--- src/rtl/lpddr5_traffic_gen.sv ---
// lpddr5_traffic_gen: programmable write/read-back traffic generator and self-checker that
// drives the lpddr5_controller host command port.
//
// Ports:
//   clk, rst          clock (rising edge), asynchronous active-high reset
//   start, mode, seed run request (IDLE only); 0 = SEQ, 1 = INTLV; pattern seed
//   busy, done, pass  run status; done is sticky until the next accepted start
//   err_count         miscompares plus timeouts, saturating
//   first_err_addr    address of the first failing read
//   timeout_seen      sticky, at least one read timed out
//   cmd_*             host command port (valid/ready handshake, read strobe)
//
// Every output is decoded from registered state only; cmd_ready and cmd_rdata feed next-state
// logic only.
module lpddr5_traffic_gen #(
  parameter int unsigned            ADDR_WIDTH     = 32,
  parameter int unsigned            DATA_BITS      = 32,
  parameter int unsigned            BURST_LENGTH   = 16,
  parameter int unsigned            PRIORITY_WIDTH = 2,
  parameter int unsigned            NUM_TXN        = 16,
  parameter logic [ADDR_WIDTH-1:0]  BASE_ADDR      = 'h1000,
  parameter logic [ADDR_WIDTH-1:0]  ADDR_STRIDE    = 'h40,
  parameter int unsigned            RD_PRIORITY    = 1,
  parameter int unsigned            TIMEOUT_CYCLES = 1024
) (
  input  logic                              clk,
  input  logic                              rst,
  input  logic                              start,
  input  logic                              mode,
  input  logic [DATA_BITS-1:0]              seed,
  output logic                              busy,
  output logic                              done,
  output logic                              pass,
  output logic [15:0]                       err_count,
  output logic [ADDR_WIDTH-1:0]             first_err_addr,
  output logic                              timeout_seen,
  output logic                              cmd_valid,
  output logic                              cmd_rw,
  output logic [PRIORITY_WIDTH-1:0]         cmd_priority,
  output logic [ADDR_WIDTH-1:0]             cmd_addr,
  output logic [DATA_BITS*BURST_LENGTH-1:0] cmd_wdata,
  input  logic                              cmd_ready,
  input  logic [DATA_BITS*BURST_LENGTH-1:0] cmd_rdata,
  input  logic                              cmd_rdata_valid
);

  localparam int unsigned IdxW = $clog2(NUM_TXN + 1);
  localparam int unsigned TmrW = $clog2(TIMEOUT_CYCLES + 1);
  localparam int unsigned BusW = DATA_BITS * BURST_LENGTH;

  localparam logic [IdxW-1:0] IdxLast = IdxW'(NUM_TXN - 1);
  localparam logic [TmrW-1:0] TmrLast = TmrW'(TIMEOUT_CYCLES - 1);

  typedef enum logic [2:0] {StIdle, StWrReq, StRdReq, StRdWait, StDone} state_e;

  state_e                  state_q, state_d;
  logic                    mode_q, mode_d;
  logic [DATA_BITS-1:0]    seed_q, seed_d;
  logic [IdxW-1:0]         wr_idx_q, wr_idx_d;
  logic [IdxW-1:0]         rd_idx_q, rd_idx_d;
  logic [TmrW-1:0]         timer_q, timer_d;
  logic [15:0]             err_q, err_d;
  logic [ADDR_WIDTH-1:0]   first_q, first_d;
  logic                    tos_q, tos_d;
  logic                    done_q, done_d;

  // Address of transaction idx, wrapping modulo 2^ADDR_WIDTH.
  function automatic logic [ADDR_WIDTH-1:0] txn_addr(input logic [IdxW-1:0] idx);
    return BASE_ADDR + ADDR_WIDTH'(idx) * ADDR_STRIDE;
  endfunction

  // Beat b of transaction idx is seed + idx*BURST_LENGTH + b, modulo 2^DATA_BITS.
  function automatic logic [BusW-1:0] txn_pattern(input logic [DATA_BITS-1:0] s,
                                                  input logic [IdxW-1:0]      idx);
    logic [BusW-1:0]      pat;
    logic [DATA_BITS-1:0] base;
    pat  = '0;
    base = s + DATA_BITS'(idx) * DATA_BITS'(BURST_LENGTH);
    for (int unsigned b = 0; b < BURST_LENGTH; b++) begin
      pat[b*DATA_BITS +: DATA_BITS] = base + DATA_BITS'(b);
    end
    return pat;
  endfunction

  logic            read_end;
  logic            read_failed;
  logic [BusW-1:0] rd_expect;

  assign rd_expect = txn_pattern(seed_q, rd_idx_q);

  always_comb begin
    state_d     = state_q;
    mode_d      = mode_q;
    seed_d      = seed_q;
    wr_idx_d    = wr_idx_q;
    rd_idx_d    = rd_idx_q;
    timer_d     = timer_q;
    err_d       = err_q;
    first_d     = first_q;
    tos_d       = tos_q;
    done_d      = done_q;
    read_end    = 1'b0;
    read_failed = 1'b0;

    unique case (state_q)
      StIdle: begin
        if (start) begin
          mode_d   = mode;
          seed_d   = seed;
          err_d    = '0;
          first_d  = '0;
          tos_d    = 1'b0;
          done_d   = 1'b0;
          wr_idx_d = '0;
          rd_idx_d = '0;
          state_d  = StWrReq;
        end
      end
      StWrReq: begin
        if (cmd_ready) begin
          wr_idx_d = wr_idx_q + 1'b1;
          if (mode_q || (wr_idx_q == IdxLast)) begin
            state_d = StRdReq;
          end
        end
      end
      StRdReq: begin
        if (cmd_ready) begin
          timer_d = '0;
          state_d = StRdWait;
        end
      end
      StRdWait: begin
        // A strobe in the last timer cycle still counts as a response, not a timeout.
        if (cmd_rdata_valid) begin
          read_end    = 1'b1;
          read_failed = (cmd_rdata != rd_expect);
        end else if (timer_q == TmrLast) begin
          read_end    = 1'b1;
          read_failed = 1'b1;
          tos_d       = 1'b1;
        end else begin
          timer_d = timer_q + 1'b1;
        end

        if (read_end) begin
          if (read_failed) begin
            err_d = (err_q == 16'hFFFF) ? err_q : err_q + 16'd1;
            if (err_q == '0) begin
              first_d = txn_addr(rd_idx_q);
            end
          end
          rd_idx_d = rd_idx_q + 1'b1;
          if (rd_idx_q == IdxLast) begin
            // done is raised on DONE entry so it is visible in the first DONE cycle.
            done_d  = 1'b1;
            state_d = StDone;
          end else begin
            state_d = mode_q ? StWrReq : StRdReq;
          end
        end
      end
      StDone: begin
        state_d = StIdle;
      end
      default: begin
        state_d = StIdle;
      end
    endcase
  end

  always_ff @(posedge clk or posedge rst) begin
    if (rst) begin
      state_q  <= StIdle;
      mode_q   <= 1'b0;
      seed_q   <= '0;
      wr_idx_q <= '0;
      rd_idx_q <= '0;
      timer_q  <= '0;
      err_q    <= '0;
      first_q  <= '0;
      tos_q    <= 1'b0;
      done_q   <= 1'b0;
    end else begin
      state_q  <= state_d;
      mode_q   <= mode_d;
      seed_q   <= seed_d;
      wr_idx_q <= wr_idx_d;
      rd_idx_q <= rd_idx_d;
      timer_q  <= timer_d;
      err_q    <= err_d;
      first_q  <= first_d;
      tos_q    <= tos_d;
      done_q   <= done_d;
    end
  end

  // Command payload depends only on state and indices, so it is stable while stalled.
  always_comb begin
    cmd_valid    = 1'b0;
    cmd_rw       = 1'b0;
    cmd_priority = '0;
    cmd_addr     = '0;
    cmd_wdata    = '0;
    unique case (state_q)
      StWrReq: begin
        cmd_valid = 1'b1;
        cmd_rw    = 1'b1;
        cmd_addr  = txn_addr(wr_idx_q);
        cmd_wdata = txn_pattern(seed_q, wr_idx_q);
      end
      StRdReq: begin
        cmd_valid    = 1'b1;
        cmd_priority = PRIORITY_WIDTH'(RD_PRIORITY);
        cmd_addr     = txn_addr(rd_idx_q);
      end
      default: begin
      end
    endcase
  end

  assign busy           = (state_q == StWrReq) || (state_q == StRdReq) || (state_q == StRdWait);
  assign done           = done_q;
  assign pass           = done_q && (err_q == '0);
  assign err_count      = err_q;
  assign first_err_addr = first_q;
  assign timeout_seen   = tos_q;

endmodule

--- config.mk ---
export PLATFORM = sky130hd
export DESIGN_NAME = lpddr5_traffic_gen
export DESIGN_NICKNAME = d
export VERILOG_FILES = /design/src/rtl/lpddr5_traffic_gen.sv
export SDC_FILE = /design/constraint.sdc
export NUM_CORES = 2
export LEC_CHECK = 0
export CORE_AREA = 2 2 451 453
export CTS_BUF_LIST = sky130_fd_sc_hd__clkbuf_4
export DETAILED_ROUTE_END_ITERATION = 7
export DIE_AREA = 0 0 453 455
export HOLD_SLACK_MARGIN = 0.03
export PLACE_DENSITY_LB_ADDON = 0.1
export SYNTH_ARGS = -nofsm -noshare
export SYNTH_HDL_FRONTEND = slang
export SYNTH_SLANG_ARGS = --single-unit
--- constraint.sdc ---
create_clock -name clk -period 10.5 [get_ports clk]
set_input_delay 2.1 -clock clk [delete_from_list [all_inputs] [get_ports clk]]
set_output_delay 2.1 -clock clk [all_outputs]
set_load 0.1 [all_outputs]
* Word level (Yosys, flattened, before mapping)
Cells that the tools add are included.
** Operators by class
- Add/subtract/negate cells :: 38
- Equality and inequality tests :: 20
- Mux-type cells :: 44
- Reductions and logical operators :: 19
** Operators by type and width (count)
- $add 32x4->32 const B :: 16
- $mux 512 :: 1
- $ne 512x512->1 :: 1
- $add 32x3->32 const B :: 8
- $add 32x2->32 const B :: 4
- $mux 32 :: 4
- $add 32x1->32 const B :: 2
- $add 32x9->32 :: 2
- $mux 16 :: 4
- $pmux 32 s2 :: 1
- $mux 11 :: 3
- $pmux 16 s2 :: 1
- $add 13x11->14 const A :: 2
- $pmux 14 s2 :: 1
- $pmux 11 s2 :: 1
- $pmux 5 s2 :: 2
- $mux 3 :: 6
- $ne 2x2->1 const B :: 9
- $add 16x1->16 const B :: 1
- $eq 16x16->1 const B :: 1
- $logic_not 16->1 :: 1
- $mux 5 :: 3
- $reduce_and 5->1 :: 3
- $mux 1 :: 13
- 18 further kinds :: 31
** Storage, ports and cells
- Flip-flop bits (word level) :: 107
- Input bits :: 550

* Logic depth before layout (Yosys ltp)
- Depth in word-level cells :: 8
- Gate-level depth with buffers :: 24
- Gate-level depth less buffers :: 18

* Worst setup path before layout
No wires, ideal clock.
- Path type :: reg2out
- Start :: register wr_idx_q[0]
- End :: output cmd_wdata[506]
- Arrival time :: 6.132 ns
- Path slack :: 2.268 ns
- Stages on the path, launching flop included :: 18
- Cell sequence :: dfrtp_1 -> ha_1 -> fa_1 -> a21o_1 -> a21oi_1 -> nor2b_1 -> o21ai_1 -> nor2_1 -> nand2_1 -> nor2_1 -> xnor2_1 -> buf_1 -> or4_1 -> nor2_1 -> and2_1 -> nand2_1 -> o21ai_0 -> nor3b_1
** On the way
- Word-level cells in the longest chain between the ends :: 3
** RTL lines
- start: declaration :: RTL line 59 : logic [IdxW-1:0] wr_idx_q, wr_idx_d;
- start signal: assignment :: RTL line 188 : wr_idx_q <= wr_idx_d;
- $add 32x9->32 :: RTL line 78 : base = s + DATA_BITS'(idx) * DATA_BITS'(BURST_LENGTH);
- $add 32x4->32 :: RTL line 80 : pat[b*DATA_BITS +: DATA_BITS] = base + DATA_BITS'(b);
- $mux 512 :: RTL line 205 : unique case (state_q)
- end: declaration :: RTL line 41 : output logic [DATA_BITS*BURST_LENGTH-1:0] cmd_wdata,
No other way between the ends.

* Worst setup path after layout
- Start :: register rd_idx_q[4]
- End :: register first_q[9] (netlist: first_err_addr[9])
** On the way
- Word-level cells in the longest chain between the ends :: 7
** RTL lines
- start: declaration :: RTL line 60 : logic [IdxW-1:0] rd_idx_q, rd_idx_d;
- start signal: assignment :: RTL line 189 : rd_idx_q <= rd_idx_d;
- $add 32x9->32 (*) :: RTL line 78
- $add 32x1->32, or another cell as far along :: RTL line 80
- $ne 512x512->1 (*) :: RTL line 137 : read_failed = (cmd_rdata != rd_expect);
- $mux 1 (*) :: RTL line 135 : if (cmd_rdata_valid) begin
- $mux 1 (*) :: RTL line 105 : unique case (state_q)
- $ne 2x1->1 (no line) (*)
- $reduce_and 5->1 (no line) (*)
- end signal: assignment :: RTL line 192 : first_q <= first_d;
- end: declaration :: RTL line 63 : logic [ADDR_WIDTH-1:0] first_q, first_d;
Mark *: on every way between the ends. The rest lies on a longest branch, timed or not. The select of a mux whose other input is x is not followed.
A chain may end at the register's enable or synchronous reset.

==> metrics.md <==
| Metric | Value |
|---|---|
| Outcome | complete, but fails checks |
| Failing checks | capacitance limit, slew limit |
| Post-synth top area cell | xnor2_1 |
| Row cnt | 165 |
| TritonCTS clock tree | yes |
| Crit-path slowest cell | nor3_1 |
| Slew HR | -0.0579 |
| Worst hold path type | reg -> reg |
| Fin crit share | 0.894 |
| Die Area | 206000 sq um |
| CP peak stage delay | 1.03 ns |
| WP data arrival | 9.75 ns |
| CTS Sinks | 81 |
| Yosys reg bits | 81 |
| Design area | 47000 sq um |
| Setup crit end kind | register |
| HPWL Detailed | 303 mm |
| Final Hold Fails | 0 |
| Num CTS Buffers | 9 |
| Remaining Overflow, GRT | 0 |
| Core Area | 201000 sq um |
| Combinational share of power | 0.945 |
| Share of post-route cells with drive strength above 1 | 0.124 |
| Post-CTS resize count | 0 |
| WHS Path Cells | 1 |
| Hold buffer count at cts | 0 |
| LEAKAGE | 15.6 nW |
| Cell area power density | 359 nW/um^2 |
| Max Cap Viol | 1 |
| Placed inst area | 46800 sq um |
| Worst hold path endpoint | first_err_addr[9]$_DFFE_PP0P_ |
| Post-synth EDFFs | 0 |
| Worst-case reg-to-reg path depth | 19 |
| Sequential element share of the synthesized area | 0.0649 |
| Sequential power share | 0.043 |
| Fmax achieved | 107 MHz |
| Bufs on Longest Clock Path | 2 |
| Via Count | 45200 |
| RSZ-0062 raised after global routing | false |
| Post-Synthesis Cells | 4927 |
| Hold Path Origin | first_err_addr[9]$_DFFE_PP0P_ |
| CP Cell Sequence | ha_1 -> o211ai_2 -> o21a_1 -> o211a_1 -> buf_4 -> a21oi_1 -> nand3_1 -> nor3_1 -> o2111ai_1 -> a211oi_1 -> buf_4 -> nand4_1 -> buf_4 -> a2111oi_0 -> nand4_1 -> or4_4 -> nor2_4 -> nor3_1 -> a22o_1 |
| Reg2reg start | rd_idx_q[4]$_DFFE_PP0P_ |
| Die width | 453 um |
| First-pass GRT wire length | 450 mm |
| Post-detailed-route wirelength per cell | 41.4 um |
| Startpoint Class | register |
| Vias in the first global route | 42000 |
| Post-synthesis simple-gate area fraction | 0.377 |
| Warning count from the yosys run | 0 |
| Synth top area share | 0.186 |
| Final Power | 16.9 mW |
| Final Max Slew Viols | 2 |
| Clk slew on worst S/H paths | 0.14 ns |
| Starting DRT DRC Count | 5449 |
| Residual DRC | 0 |
| Prevailing post-synth register cell | dfrtp_1 |
| Largest family of logic cells by synthesized area | simple AND/OR/NAND/NOR gates |
| Flop2flop setup slack | 1.11 ns |
| Mapped Area | 31200 sq um |
| CP Class | reg -> reg |
| Largest net degree at the start of global routing | 183 |
| Switching power | 12.5 mW |
| Clk pwr share | 0.012 |
| Post-Synth Adder-Cell Area | 0.0141 |
| Worst Skew | 0.0202 ns |
| Initial antenna violation count | 89 |
| Setup bufs post-CTS | 0 |
| Root Buffer | clkbuf_4 |
| Most used cell, CP | buf_4 |
| Routed vias/inst | 5.24 |
| Setup TNS | 0 ns |
| Peak supply drop | 0.000200 V |
| Post-synth ARST share | 1.00 |
| Final worst path period need | 9.39 ns |
| Final GP Congestion | 1.06 |
| Post-route antenna net violation count | 0 |
| Synth Area in Compound Gates | 0.193 |
| Worst-skew pair later-pin latency | 0.47 ns |
| Worst-margin pin slew | 1.57 ns |
| Crit-path max FO | 15 |
| Initial Util | 0.155 |
| Synth Area in XOR/XNOR | 0.261 |
| Reg-to-reg endpoint | first_err_addr[9]$_DFFE_PP0P_ |
| Tot GR Track Use | 0.328 |
| Final nets | 6494 |
| Switching Fraction | 0.741 |
| Critical path required time | 10.87 ns |
| Die height | 455 um |
| # fillers | 22900 |
| Area Growth Syn to Fin | 50.5% |
| Drt total wl | 357 mm |
| Synth cell types | 117 |
| I/O Buffers | 1096 |
| Finish-stage setup viols | 0 |
| Pint | 4.36 mW |
| Synth area leaders | xnor2_1 (19%), nor2_1 (10%), nand2_1 (7.0%) |
| Average size of a mapped cell | 6.34 sq um |
| Post-synthesis mux area share | 0.0137 |
| Drt first pass iters | 8 |
| I/O Pins | 1150 |
| Htree depth | 3 |
cell usage in the layout, fill, tap and decap left out, types with 53 or more instances in the layout:
cell type	Yosys	layout
and3_1	86	86
clkdlybuf4s50_1	0	855
xor2_1	244	232
nor4_1	77	70
o21ai_0	179	178
nor3_1	224	207
nor2_1	849	838
nand2_1	586	584
nand4_1	88	88
buf_4	103	436
buf_12	0	80
dfrtp_1	81	77
conb_1	1	53
a21oi_1	217	209
nand3_1	203	203
inv_1	56	55
xnor2_1	664	635
or3_1	68	68
power groups by stage:
stage	logic (mW)	registers [mW]	clock network, mW
floorplan	9.16	0.573	0
global placement	15.7	0.725	0
detailed placement	15.7	0.725	0
CTS	15.7	0.718	0.206
global route	16.2	0.736	0.219
finish	15.9	0.729	0.198
flip-flops by register name, summed over array words and instances, names as in the netlist:
signal,flops
seed_q,32
done,1
first_err_addr,6
wr_idx_q,5
timer_q,11
err_count,16
rd_idx_q,5
mode_q,1
state_q,3
timeout_seen,1
stage by stage:
step	util	worst slack, ns	instances	hold WS [ns]
5_1_grt	0.233	0.888	8617	0.583
6_report	0.234	1.11	8631	0.544
4_1_cts	0.233	1.34	8587	0.553
2_1_floorplan	-	2.27	4979	0.481
3_3_place_gp	0.232	0.918	8571	0.508
3_5_place_dp	0.232	0.900	8571	0.512
Yosys cell counts (all sizes together), types with 86 or more instances:
cell / instances
a21oi: 218
o21ai: 196
nor2: 851
xnor2: 671
and3: 86
nand3: 203
clkbuf: 239
nor4: 97
nand2: 587
nand4: 91
buf: 212
nor3: 238
xor2: 246
area by class of cell:
| type | count | area, sq um | area share |
|---|---|---|---|
| antenna | 44 | 110 | 0.00234 |
| clock buffer | 11 | 82.6 | 0.00176 |
| clock inverter | 5 | 46.3 | 0.000985 |
| inverter | 58 | 219 | 0.00466 |
| multi-input combinational | 4389 | 27700 | 0.590 |
| sequential | 81 | 2030 | 0.0433 |
| tap | 2672 | 3340 | 0.0711 |
| timing repair buffer | 1371 | 13400 | 0.286 |
layer usage:
metal / wire [um] / up-vias / GRT usage
met5: 53 / - / 0
met4: 23800 / 8 / 0.188
met3: 22300 / 577 / 0.0467
met2: 170000 / 2651 / 0.554
met1: 141000 / 22800 / 0.397
li1: - / 19100 / -
cell families after synthesis:
family | Yosys count
AO/OA/AOI/OAI | 886
buffers and inverters | 509
XOR/XNOR | 918
AND/OR/NAND/NOR | 2456
multiplexers | 42
flip-flops | 81
other | 1
adder cells (fa/ha/maj) | 34
worst max-delay path: cells and delay by family, from the launching register on:
kind	cells	cell delay [ns]
AO/OA/AOI/OAI	8	4.07
adder cells (fa/ha/maj)	1	0.66
buffers and inverters	3	0.59
flip-flops	1	0.54
AND/OR/NAND/NOR	7	3.39
worst max path at each step:
stage | start | endpoint | slack, ns | cells after the start
after floorplan | wr_idx_q[0]$_DFFE_PP0P_ | cmd_wdata[506] | 2.27 | 17
after global placement | cmd_rdata[164] | first_err_addr[9]$_DFFE_PP0P_ | 0.92 | 16
after detailed placement | cmd_rdata[164] | first_err_addr[10]$_DFFE_PP0P_ | 0.90 | 16
after CTS | wr_idx_q[0]$_DFFE_PP0P_ | cmd_wdata[461] | 1.34 | 16
after global routing | wr_idx_q[0]$_DFFE_PP0P_ | cmd_wdata[60] | 0.89 | 20
final | rd_idx_q[4]$_DFFE_PP0P_ | first_err_addr[9]$_DFFE_PP0P_ | 1.11 | 19
(Power assumes the default switching activity.)
